File: src/rtl/bp_cfg_link_endpoint_if.sv
// Config-link command/response bundle between the chip-level link (master) and one endpoint (slave).
interface bp_cfg_link_endpoint_if #(
    parameter int cfg_addr_width_p = 16,
    parameter int cfg_data_width_p = 64
);
    logic                          cfg_v_i;
    logic                          cfg_w_i;
    logic [cfg_addr_width_p-1:0]   cfg_addr_i;
    logic [cfg_data_width_p-1:0]   cfg_data_i;
    logic [cfg_data_width_p/8-1:0] cfg_mask_i;
    logic                          cfg_ready_o;
    logic                          resp_v_o;
    logic [cfg_data_width_p-1:0]   resp_data_o;
    logic                          resp_err_o;
    logic                          resp_yumi_i;

    modport master (
        output cfg_v_i, cfg_w_i, cfg_addr_i, cfg_data_i, cfg_mask_i, resp_yumi_i,
        input  cfg_ready_o, resp_v_o, resp_data_o, resp_err_o
    );
    modport slave (
        input  cfg_v_i, cfg_w_i, cfg_addr_i, cfg_data_i, cfg_mask_i, resp_yumi_i,
        output cfg_ready_o, resp_v_o, resp_data_o, resp_err_o
    );
endinterface

File: src/rtl/bp_cfg_link_endpoint.sv
// Config-link register window with core reset (minimum hold) and freeze controls.
// Optional byte-masked writes are enabled with BP_CFG_LINK_BYTE_MASK_EN.
module bp_cfg_link_endpoint #(
    parameter int                          cfg_addr_width_p = 16,
    parameter int                          cfg_data_width_p = 64,
    parameter int                          num_regs_p       = 8,
    parameter logic [cfg_addr_width_p-1:0] base_addr_p      = '0,
    parameter int                          reset_hold_p     = 16
) (
    input  logic                                   clk_i,
    input  logic                                   reset_n_i,
    bp_cfg_link_endpoint_if.slave                  cfg_if,
    output logic [num_regs_p-1:0]                  reg_w_v_o,
    output logic [num_regs_p*cfg_data_width_p-1:0] reg_data_o,
    output logic                                   core_reset_o,
    output logic                                   core_freeze_o
);
    localparam int aw    = cfg_addr_width_p;
    localparam int w     = cfg_data_width_p;
    localparam int cnt_w = $clog2(reset_hold_p + 1);

    typedef enum logic {e_ready, e_resp} state_e;

    state_e                         state_r, state_n;
    logic [num_regs_p-1:0][w-1:0]   regs_r;
    logic [cnt_w-1:0]               hold_cnt_r;
    logic [w-1:0]                   resp_data_r;
    logic                           resp_err_r;
    logic [aw-1:0]                  idx;
    logic                           in_win, accept, wr_v, rst_set;
    logic [w-1:0]                   wmask, rd_data;
    logic [num_regs_p-1:0]          wr_sel;

    // Unsigned subtraction: addresses below the base wrap high and fall out of window.
    assign idx     = cfg_if.cfg_addr_i - base_addr_p;
    assign in_win  = idx < aw'(num_regs_p);
    assign accept  = cfg_if.cfg_v_i & cfg_if.cfg_ready_o;
    assign wr_v    = accept & cfg_if.cfg_w_i & in_win;
    assign rst_set = wr_sel[0] & wmask[0] & cfg_if.cfg_data_i[0];

`ifdef BP_CFG_LINK_BYTE_MASK_EN
    always_comb begin
        wmask = '0;
        for (int b = 0; b < w/8; b++) wmask[b*8 +: 8] = {8{cfg_if.cfg_mask_i[b]}};
    end
`else
    logic unused_mask;
    assign unused_mask = ^cfg_if.cfg_mask_i;
    assign wmask       = '1;
`endif

    always_comb begin
        wr_sel  = '0;
        rd_data = '0;
        for (int i = 0; i < num_regs_p; i++) begin
            if (idx == aw'(i)) begin
                wr_sel[i] = wr_v;
                rd_data   = regs_r[i];
            end
        end
        // Reset register reads back the effective reset, including the hold window.
        if (idx == '0) rd_data = w'(core_reset_o);
    end

    always_comb begin
        state_n            = state_r;
        cfg_if.cfg_ready_o = 1'b0;
        cfg_if.resp_v_o    = 1'b0;
        case (state_r)
            e_ready: begin
                cfg_if.cfg_ready_o = reset_n_i;
                if (cfg_if.cfg_v_i) state_n = e_resp;
            end
            e_resp: begin
                cfg_if.resp_v_o = 1'b1;
                if (cfg_if.resp_yumi_i) state_n = e_ready;
            end
            default: state_n = e_ready;
        endcase
    end

    always_ff @(posedge clk_i or negedge reset_n_i) begin
        if (!reset_n_i) begin
            state_r     <= e_ready;
            regs_r      <= '0;
            regs_r[0]   <= w'(1);
            regs_r[1]   <= w'(1);
            hold_cnt_r  <= cnt_w'(reset_hold_p);
            resp_data_r <= '0;
            resp_err_r  <= 1'b0;
            reg_w_v_o   <= '0;
        end else begin
            state_r   <= state_n;
            reg_w_v_o <= wr_sel;
            if (accept) begin
                resp_err_r  <= ~in_win;
                resp_data_r <= (in_win && !cfg_if.cfg_w_i) ? rd_data : '0;
            end
            // Control registers keep only bit 0; general registers take the full merged word.
            for (int i = 0; i < num_regs_p; i++) begin
                if (wr_sel[i]) begin
                    if (i < 2)
                        regs_r[i] <= w'((regs_r[i][0] & ~wmask[0]) | (cfg_if.cfg_data_i[0] & wmask[0]));
                    else
                        regs_r[i] <= (regs_r[i] & ~wmask) | (cfg_if.cfg_data_i & wmask);
                end
            end
            if (rst_set)
                hold_cnt_r <= cnt_w'(reset_hold_p);
            else if (hold_cnt_r != '0)
                hold_cnt_r <= hold_cnt_r - 1'b1;
        end
    end

    // A release request is remembered in reg 0 and only takes effect once the hold expires.
    assign core_reset_o       = regs_r[0][0] | (hold_cnt_r != '0);
    assign core_freeze_o      = regs_r[1][0];
    assign reg_data_o         = regs_r;
    assign cfg_if.resp_data_o = resp_data_r;
    assign cfg_if.resp_err_o  = resp_err_r;
endmodule

File: src/flat_wrapper.sv
// flat-port wrapper written by rule: the top's interface ports become plain ports
module bp_cfg_link_endpoint_flat 
#(
    parameter int                          cfg_addr_width_p = 16,
    parameter int                          cfg_data_width_p = 64,
    parameter int                          num_regs_p       = 8,
    parameter logic [cfg_addr_width_p-1:0] base_addr_p      = '0,
    parameter int                          reset_hold_p     = 16
)
  (clk_i, reset_n_i, reg_w_v_o, reg_data_o, core_reset_o, core_freeze_o, cfg_if_cfg_v_i, cfg_if_cfg_w_i, cfg_if_cfg_addr_i, cfg_if_cfg_data_i, cfg_if_cfg_mask_i, cfg_if_resp_yumi_i, cfg_if_cfg_ready_o, cfg_if_resp_v_o, cfg_if_resp_data_o, cfg_if_resp_err_o);
  bp_cfg_link_endpoint_if #(.cfg_addr_width_p(cfg_addr_width_p), .cfg_data_width_p(cfg_data_width_p)) cfg_if_i ();
  input  logic clk_i;
  input  logic reset_n_i;
  output logic [num_regs_p-1:0] reg_w_v_o;
  output logic [num_regs_p*cfg_data_width_p-1:0] reg_data_o;
  output logic core_reset_o;
  output logic core_freeze_o;
  input wire logic [$bits(cfg_if_i.cfg_v_i)-1:0] cfg_if_cfg_v_i;
  input wire logic [$bits(cfg_if_i.cfg_w_i)-1:0] cfg_if_cfg_w_i;
  input wire logic [$bits(cfg_if_i.cfg_addr_i)-1:0] cfg_if_cfg_addr_i;
  input wire logic [$bits(cfg_if_i.cfg_data_i)-1:0] cfg_if_cfg_data_i;
  input wire logic [$bits(cfg_if_i.cfg_mask_i)-1:0] cfg_if_cfg_mask_i;
  input wire logic [$bits(cfg_if_i.resp_yumi_i)-1:0] cfg_if_resp_yumi_i;
  output wire logic [$bits(cfg_if_i.cfg_ready_o)-1:0] cfg_if_cfg_ready_o;
  output wire logic [$bits(cfg_if_i.resp_v_o)-1:0] cfg_if_resp_v_o;
  output wire logic [$bits(cfg_if_i.resp_data_o)-1:0] cfg_if_resp_data_o;
  output wire logic [$bits(cfg_if_i.resp_err_o)-1:0] cfg_if_resp_err_o;
  assign cfg_if_i.cfg_v_i = cfg_if_cfg_v_i;
  assign cfg_if_i.cfg_w_i = cfg_if_cfg_w_i;
  assign cfg_if_i.cfg_addr_i = cfg_if_cfg_addr_i;
  assign cfg_if_i.cfg_data_i = cfg_if_cfg_data_i;
  assign cfg_if_i.cfg_mask_i = cfg_if_cfg_mask_i;
  assign cfg_if_i.resp_yumi_i = cfg_if_resp_yumi_i;
  assign cfg_if_cfg_ready_o = cfg_if_i.cfg_ready_o;
  assign cfg_if_resp_v_o = cfg_if_i.resp_v_o;
  assign cfg_if_resp_data_o = cfg_if_i.resp_data_o;
  assign cfg_if_resp_err_o = cfg_if_i.resp_err_o;
  bp_cfg_link_endpoint #(.cfg_addr_width_p(cfg_addr_width_p), .cfg_data_width_p(cfg_data_width_p), .num_regs_p(num_regs_p), .base_addr_p(base_addr_p), .reset_hold_p(reset_hold_p)) u_core (.clk_i(clk_i), .reset_n_i(reset_n_i), .cfg_if(cfg_if_i), .reg_w_v_o(reg_w_v_o), .reg_data_o(reg_data_o), .core_reset_o(core_reset_o), .core_freeze_o(core_freeze_o));
endmodule
File: config.mk
export PLATFORM = sky130hd
export DESIGN_NAME = bp_cfg_link_endpoint_flat
export DESIGN_NICKNAME = d
export VERILOG_FILES = /design/src/rtl/bp_cfg_link_endpoint_if.sv /design/src/rtl/bp_cfg_link_endpoint.sv /design/src/flat_wrapper.sv
export SDC_FILE = /design/constraint.sdc
export NUM_CORES = 1
export LEC_CHECK = 0
export ABC_AREA = 1
export ABC_CLOCK_PERIOD_IN_PS = 1900
export CORE_AREA = 2 2 265 267
export CTS_CLUSTER_SIZE = 40
export DETAILED_ROUTE_END_ITERATION = 8
export DIE_AREA = 0 0 267 269
export PLACE_DENSITY = 0.65
export SETUP_SLACK_MARGIN = 0.2
export SLEW_MARGIN = 20
export SYNTH_ARGS = -nofsm -noshare
export SYNTH_HDL_FRONTEND = slang
export SYNTH_SLANG_ARGS = --single-unit
File: constraint.sdc
create_clock -name clk_i -period 1.9 [get_ports clk_i]
set_clock_uncertainty 0.1 [all_clocks]
set_input_delay 0.19 -clock clk_i [delete_from_list [all_inputs] [get_ports clk_i]]
set_output_delay 0.19 -clock clk_i [all_outputs]
set_load 0.02 [all_outputs]
==> out/metrics.yaml, run 1 <==
firstDrtPassIters: 8
place_hpwl_mm: 58.17
io_pins: 682
cts_tree: "done"
numPortBuffers: 547
period_needed_ns: 2.046
syn_to_final_growth_pct: 56.53
finalWirelength_mm: 100.6
ys_warn_count: 0
tightest_slew_ns: 1.032
drive_gt1_share_pct: 18.42
syn_avg_cell_area_sq_um: 7.902
clock_tree.root_cell: "clkbuf_16"
fin_ws_ns: -0.1462
whs_ns: 0.07158
grt_use_total_pct: 25.67
dieArea_sq_mm: 0.07182
rr_endpoint: "u_core.reg_data_o[399]"
worstSetupPathType: "reg2reg"
grt_max_degree: 161
start_kind: "register"
rr_startpoint: "u_core.state_r"
rows: 97
ys_ff_latch: 465
synth_top_cell_by_area: "dfrtp_1"
start_util_pct: 31.25
core_area_sq_mm: 0.06930
drtIter0Drc: 2185
clock_latency_ns: 0.60
cp_max_fo: 54
placed_cells: 4207
arrival_ns: 2.41
die_x_microns: 267
mostFrequentLayoutCells: "619 x nand2_1, 459 x dfrtp_1, 367 x dlygate4sd2_1"
synthTopCellsByArea: "dfrtp_1 53%, nand2_1 13%, o21ai_0 10%"
peakVddDrop_mv: 0.6467
stdcell_count: 4442
num_vias: 21760
cp-startpoint: "u_core.state_r"
antenna_found_initial: 2
yosysSeqAreaShare_pct: 53.74
synth_area_sq_mm: 0.02166
power.leakage_nw: 17.72
grt_pass1_vias: 20400
htree_levels: 2
power-per-cell-area_mw_per_mm2: 626.3
grt_first_pass_wirelength_mm: 136.2
setup_viol: 258
synth_top_area_share_pct: 53.38
run_status: "finished with violations"
cts_buffer_depth: 3
ys_types: 26
nFillCells: 6546
finalMaxSlewViolations: 0
antenna_left: 0
clock-sinks: 465
reg2reg_setup_slack_ns: -0.15
cts_buffers: 52
drc_errors: 0
clk_transition_reported_paths_ns: 0.06
gp_congestion: 0.8994
rr_worst_depth: 10
hold_viol: 0
wire_per_inst_microns: 22.64
rsz0062_at_grt: "yes"
setup_tns_ns: -13.21
fin_crit_sh_pct: 107.7
cp.required_ns: 2.26
syn_inst: 2741
relSlewSlack_pct: 31.20
worstSetupEndpointType: "register"
viasPerCell: 4.899
min_path_type: "in2async"
die_y_microns: 269
grt_overflow: 0
timing.fmax_ghz: 0.4887
cap_viol_max_count: 0
final_common_cell: "nand2_1"
nets: 3555
violations: "setup timing"
## critical path, stage by stage, from the launching register on
cell and delay [ns]:
dfrtp_2 0.43, nor2_4 0.11, nand2_4 0.12, buf_6 0.15
nor3_4 0.14, buf_12 0.16, buf_8 0.11, nand2_8 0.09
buf_12 0.19, nand2_1 0.12, o21ai_0 0.11
## sequential cells by signal (all words and copies together) (netlist names)
name	flops
u_core.cfg_if.resp_data_o	64
u_core.cfg_if.resp_err_o	1
u_core.core_freeze_o	1
u_core.hold_cnt_r	5
u_core.reg_data_o	385
u_core.reg_w_v_o	8
u_core.state_r	1
## power breakdown
group	leakage, nW	internal, mW	switching (mW)
combinational	10.9	0.230	0.747
sequential	5.92	9.91	0.00403
clock	0.847	5.97	4.37
## layout make-up
class | instances | area, sq um | area share, %
Timing Repair Buffer | 810 | 9260 | 27.31
Multi-Input combinational cell | 1785 | 8788 | 25.92
Tap cell | 940 | 1176 | 3.469
Clock inverter | 23 | 245.2 | 0.7234
Sequential cell | 465 | 11640 | 34.35
Clock buffer | 71 | 1473 | 4.344
Inverter | 347 | 1313 | 3.872
Antenna cell | 1 | 2.502 | 0.007381
## synthesized netlist by cell type
master and count:
inv_2 1, nor3b_1 1, dfrtp_1 462, nor3_1 7, nand2_2 3, nor2_1 257, dfstp_2 3, nand2_1 744
nor2_2 6, a21oi_1 5, nor3_4 1, inv_1 346, conb_1 1, nand3b_1 17, nand3_1 80, buf_2 41
ha_1 1, xor2_1 2, buf_4 132, nand3_2 1, clkbuf_1 97, o21ai_1 72, buf_1 1, nor2_4 2
nand4_1 6, o21ai_0 452
## per-stage QoR
stage | worst slack [ns] | utilization, % | power, mW | instance area (sq um)
global route | -0.2068 | 48.92 | 21.85 | 33900
global placement | -0.6990 | 41.48 | 11.02 | 28740
floorplan | 0.1449 | - | 10.63 | 22320
detailed placement | -0.6951 | 41.48 | 11.02 | 28740
CTS | -0.1455 | 47.07 | 21.41 | 32620
finish | -0.1462 | 48.92 | 21.23 | 33900
## timing repair
action / CTS / global route
hold buffers: 1 / 0
gates resized for setup: 869 / 258
pin swaps: 33 / 8
buffers inserted: 66 / 11
hold endpoints to repair: 109 / 0
cloned: 40 / 22
setup endpoints to repair: 917 / 576
## logic make-up (layout without fill, tap and decap cells)
group           count (synthesis)  count (layout)  share of synthesized area (%)
flops                         465             465                          53.74
compound gates                529             529                          12.22
simple gates                 1125            1127                          20.64
other cells                     1             127                        0.01731
fa+ha+maj                       1               1                        0.05776
buf+inv                       618            1251                          13.24
xor+xnor                        2               2                        0.08089
## how the worst max path moves through the flow
stage,endpoint,cells after the start
after floorplan,u_core.reg_data_o[145],8
after global placement,u_core.cfg_if.resp_data_o[19],14
after detailed placement,u_core.reg_data_o[239],13
after CTS,core_reset_o,8
after global routing,core_reset_o,7
final,u_core.reg_data_o[399],10
## per-layer routing
metal | wire length (microns) | up-vias | GRT usage, %
met3 | 8884 | 251 | 5.845
met2 | 47770 | 1111 | 43.21
li1 | - | 9795 | -
met5 | 0 | - | 0
met1 | 39140 | 10600 | 32.06
met4 | 4766 | 0 | 9.930
(Power assumes the default switching activity.)
==> inputs of run 2 (changes only) <==
--- a/config.mk
+++ b/config.mk
@@ -11,6 +11,7 @@
 export CTS_CLUSTER_SIZE = 40
 export DETAILED_ROUTE_END_ITERATION = 8
 export DIE_AREA = 0 0 267 269
+export HOLD_SLACK_MARGIN = 0.08
 export PLACE_DENSITY = 0.65
 export SETUP_SLACK_MARGIN = 0.2
 export SLEW_MARGIN = 20
==> out/metrics.yaml, run 2 (synthesized netlist as in run 1, its figures left out) <==
post-route-util_pct: 51.03  # +2.1 points
crit_chain: "nor2_4, nand2_4, buf_6, nor3_4, buf_12, buf_8, nand2_8, buf_12, nand2_1, o21ai_0"
p_seq_share_pct: 46.5  # -0.2 points
clock-sinks: 465  # unchanged
cpPeakStageDelay_ns: 0.43  # about the same
clock_tree.root_cell: "clkbuf_16"
met2_usage_pct: 43.10  # -0.11 points
core_area_sq_mm: 0.06930  # unchanged
whs_ns: 0.07228  # +0.0007028 ns
fin_ws_ns: -0.1361  # +0.01018 ns
violations: "setup timing"
worstSetupPathType: "reg2reg"
nets: 3617  # +1.7%
numPortBuffers: 547  # unchanged
period_needed_ns: 2.036  # -0.01018 ns
dieArea_sq_mm: 0.07182  # unchanged
reg2reg_setup_slack_ns: -0.14  # about the same
arrival_ns: 2.40  # about the same
num_vias: 22300  # +2.5%
gp_congestion: 0.8994  # unchanged
power_frac_comb_pct: 4.8  # +0.2 points
p_switching_mw: 5.198  # +1.4%
grt_max_degree: 161  # unchanged
cap_viol_max_count: 0  # unchanged
peakVddDrop_mv: 0.6522  # +0.86%
gr-usage-met1_pct: 32.28  # +0.22 points
rr_endpoint: "u_core.reg_data_o[399]"
timing.fmax_ghz: 0.4911  # +0.50%
cts_buffer_depth: 3  # unchanged
min_path_type: "in2async"
rr_startpoint: "u_core.state_r"
final_common_cell: "nand2_1"
antenna_found_initial: 3  # +1
io_pins: 682  # unchanged
hold_viol: 0  # unchanged
worstSetupEndpointType: "register"
power.leakage_nw: 18.39  # +3.8%
clk_transition_reported_paths_ns: 0.06  # about the same
cp_slowest_cell: "dfrtp_2"
firstDrtPassIters: 6  # -2
cp.depth: 10  # unchanged
relSlewSlack_pct: 30.91  # -0.30 points
start_kind: "register"
rows: 97  # unchanged
grt_first_pass_wirelength_mm: 136.6  # +0.35%
mostFrequentLayoutCells: "580 x nand2_1, 459 x dfrtp_1, 364 x dlygate4sd2_1"
grt_use_total_pct: 25.75  # +0.085 points
nFillCells: 6392  # -2.4%
die_x_microns: 267  # unchanged
setup_tns_ns: -20.02  # -6.809 ns
finalMaxSlewViolations: 0  # unchanged
power-per-cell-area_mw_per_mm2: 603.2  # -3.7%
run_status: "finished with violations"
cp.required_ns: 2.27  # about the same
drive_gt1_share_pct: 21.53  # +3.1 points
cp-startpoint: "u_core.state_r"
grt_busiest_layer: "met2"
syn_to_final_growth_pct: 63.28
swShare_pct: 24.37  # +0.23 points
internal_power_mw: 16.13  # +0.15%
rr_worst_depth: 10  # unchanged
wire_per_inst_microns: 24.04  # +6.2%
grt_pass1_vias: 20510  # +0.53%
drc_errors: 0  # unchanged
timing.critical_path.mode_cell: "buf_12"
clkPwrFrac_pct: 48.8  # about the same
start_util_pct: 31.25  # unchanged
crit_end: "u_core.reg_data_o[399]"
place_hpwl_mm: 58.17  # unchanged
tightest_slew_ns: 1.036  # +0.004449 ns
cp_max_fo: 54  # unchanged
cts_buffers: 52  # unchanged
cts_tree: "done"
critPathBufInv: 4  # unchanged
die_y_microns: 269  # unchanged
fin_crit_sh_pct: 107.2  # -0.54 points
setup_viol: 344  # +33%
stdcell_area_sq_mm: 0.03536  # +4.3%
rsz0062_at_grt: "yes"
grt_overflow: 0  # unchanged
crit_family: "buffers and inverters"
antenna_left: 0  # unchanged
drtIter0Drc: 2290  # +4.8%
htree_levels: 2  # unchanged
finalWirelength_mm: 108.3  # +7.7%
postPlaceCellArea_sq_mm: 0.02874  # unchanged
grt_util_met3_pct: 5.735  # -0.11 points
clock_latency_ns: 0.60  # about the same
largest_reg_flops: 385  # unchanged
viasPerCell: 4.951  # +1.1%
[run 2: cell count changes in the layout (fill, tap and decap cells not counted), sizes merged]
cell	change
clkbuf	+23
buf	+19
dlygate4sd3	+18
nand2	+4
dlygate4sd2	-3
clkdlybuf4s15	+1
clkinvlp	+1
diode	+1
inv	-1
[run 2: per-layer routing]
layer  vias up  part of all wire (%)
li1       9926                     -
met1     10910                    39
met2      1205                    48
met3       266                   8.9
met4         0                   4.4
met5         -                     0
[run 2: worst min path at each step]
stage / startpoint / endpoint / cells after the start
finish: reset_n_i / u_core.reg_data_o[334] / 3
global route: reset_n_i / u_core.reg_data_o[336] / 3
CTS: reset_n_i / u_core.cfg_if.resp_data_o[16] / 3
detailed placement: reset_n_i / u_core.reg_data_o[278] / 2
global placement: reset_n_i / u_core.reg_data_o[150] / 2
floorplan: reset_n_i / u_core.cfg_if.resp_data_o[0] / 0
[run 2: power by group through the flow]
stage / clock (mW) / combinational, mW / sequential, mW
after floorplan: 0 / 0.535 / 10.1
after global placement: 0 / 0.932 / 10.1
after detailed placement: 0 / 0.933 / 10.1
after CTS: 10.5 / 0.978 / 9.91
after global routing: 10.9 / 1.11 / 9.90
final: 10.4 / 1.02 / 9.91
[run 2: through the flow]
step	cells	worst slack [ns]	power, mW
floorplan	2866	0.1449	10.63
global placement	4207	-0.6990	11.02
detailed placement	4207	-0.6951	11.02
CTS	4424	-0.1455	21.43
global route	4503	-0.2025	21.90
finish	4505	-0.1361	21.33
[run 2: worst reg2reg max path, cell delays in order, from the launching register on]
cell     delay [ns]
dfrtp_2        0.43
nor2_4         0.11
nand2_4        0.12
buf_6          0.15
nor3_4         0.14
buf_12         0.16
buf_8          0.12
nand2_8        0.09
buf_12         0.18
nand2_1        0.20
o21ai_0        0.10
[run 2: what timing repair did]
action                                  CTS  global route
gates resized for setup                 869           423
endpoints found under the setup margin  917           578
gates cloned                             40            53
buffers inserted                         66            24
endpoints found under the hold margin   255             3
hold buffers                             17             2
pin swaps                                33            17
[run 2: layout make-up]
| class | count | area (sq um) | area share, % |
|---|---|---|---|
| antenna | 2 | 5.005 | 0.01415 |
| sequential | 465 | 11640 | 32.93 |
| clock inverter | 23 | 245.2 | 0.6935 |
| clock buffer | 71 | 1473 | 4.164 |
| timing repair buffer | 868 | 10310 | 29.16 |
| tap | 940 | 1176 | 3.326 |
| inverter | 347 | 1319 | 3.729 |
| multi-input combinational | 1789 | 9189 | 25.98 |
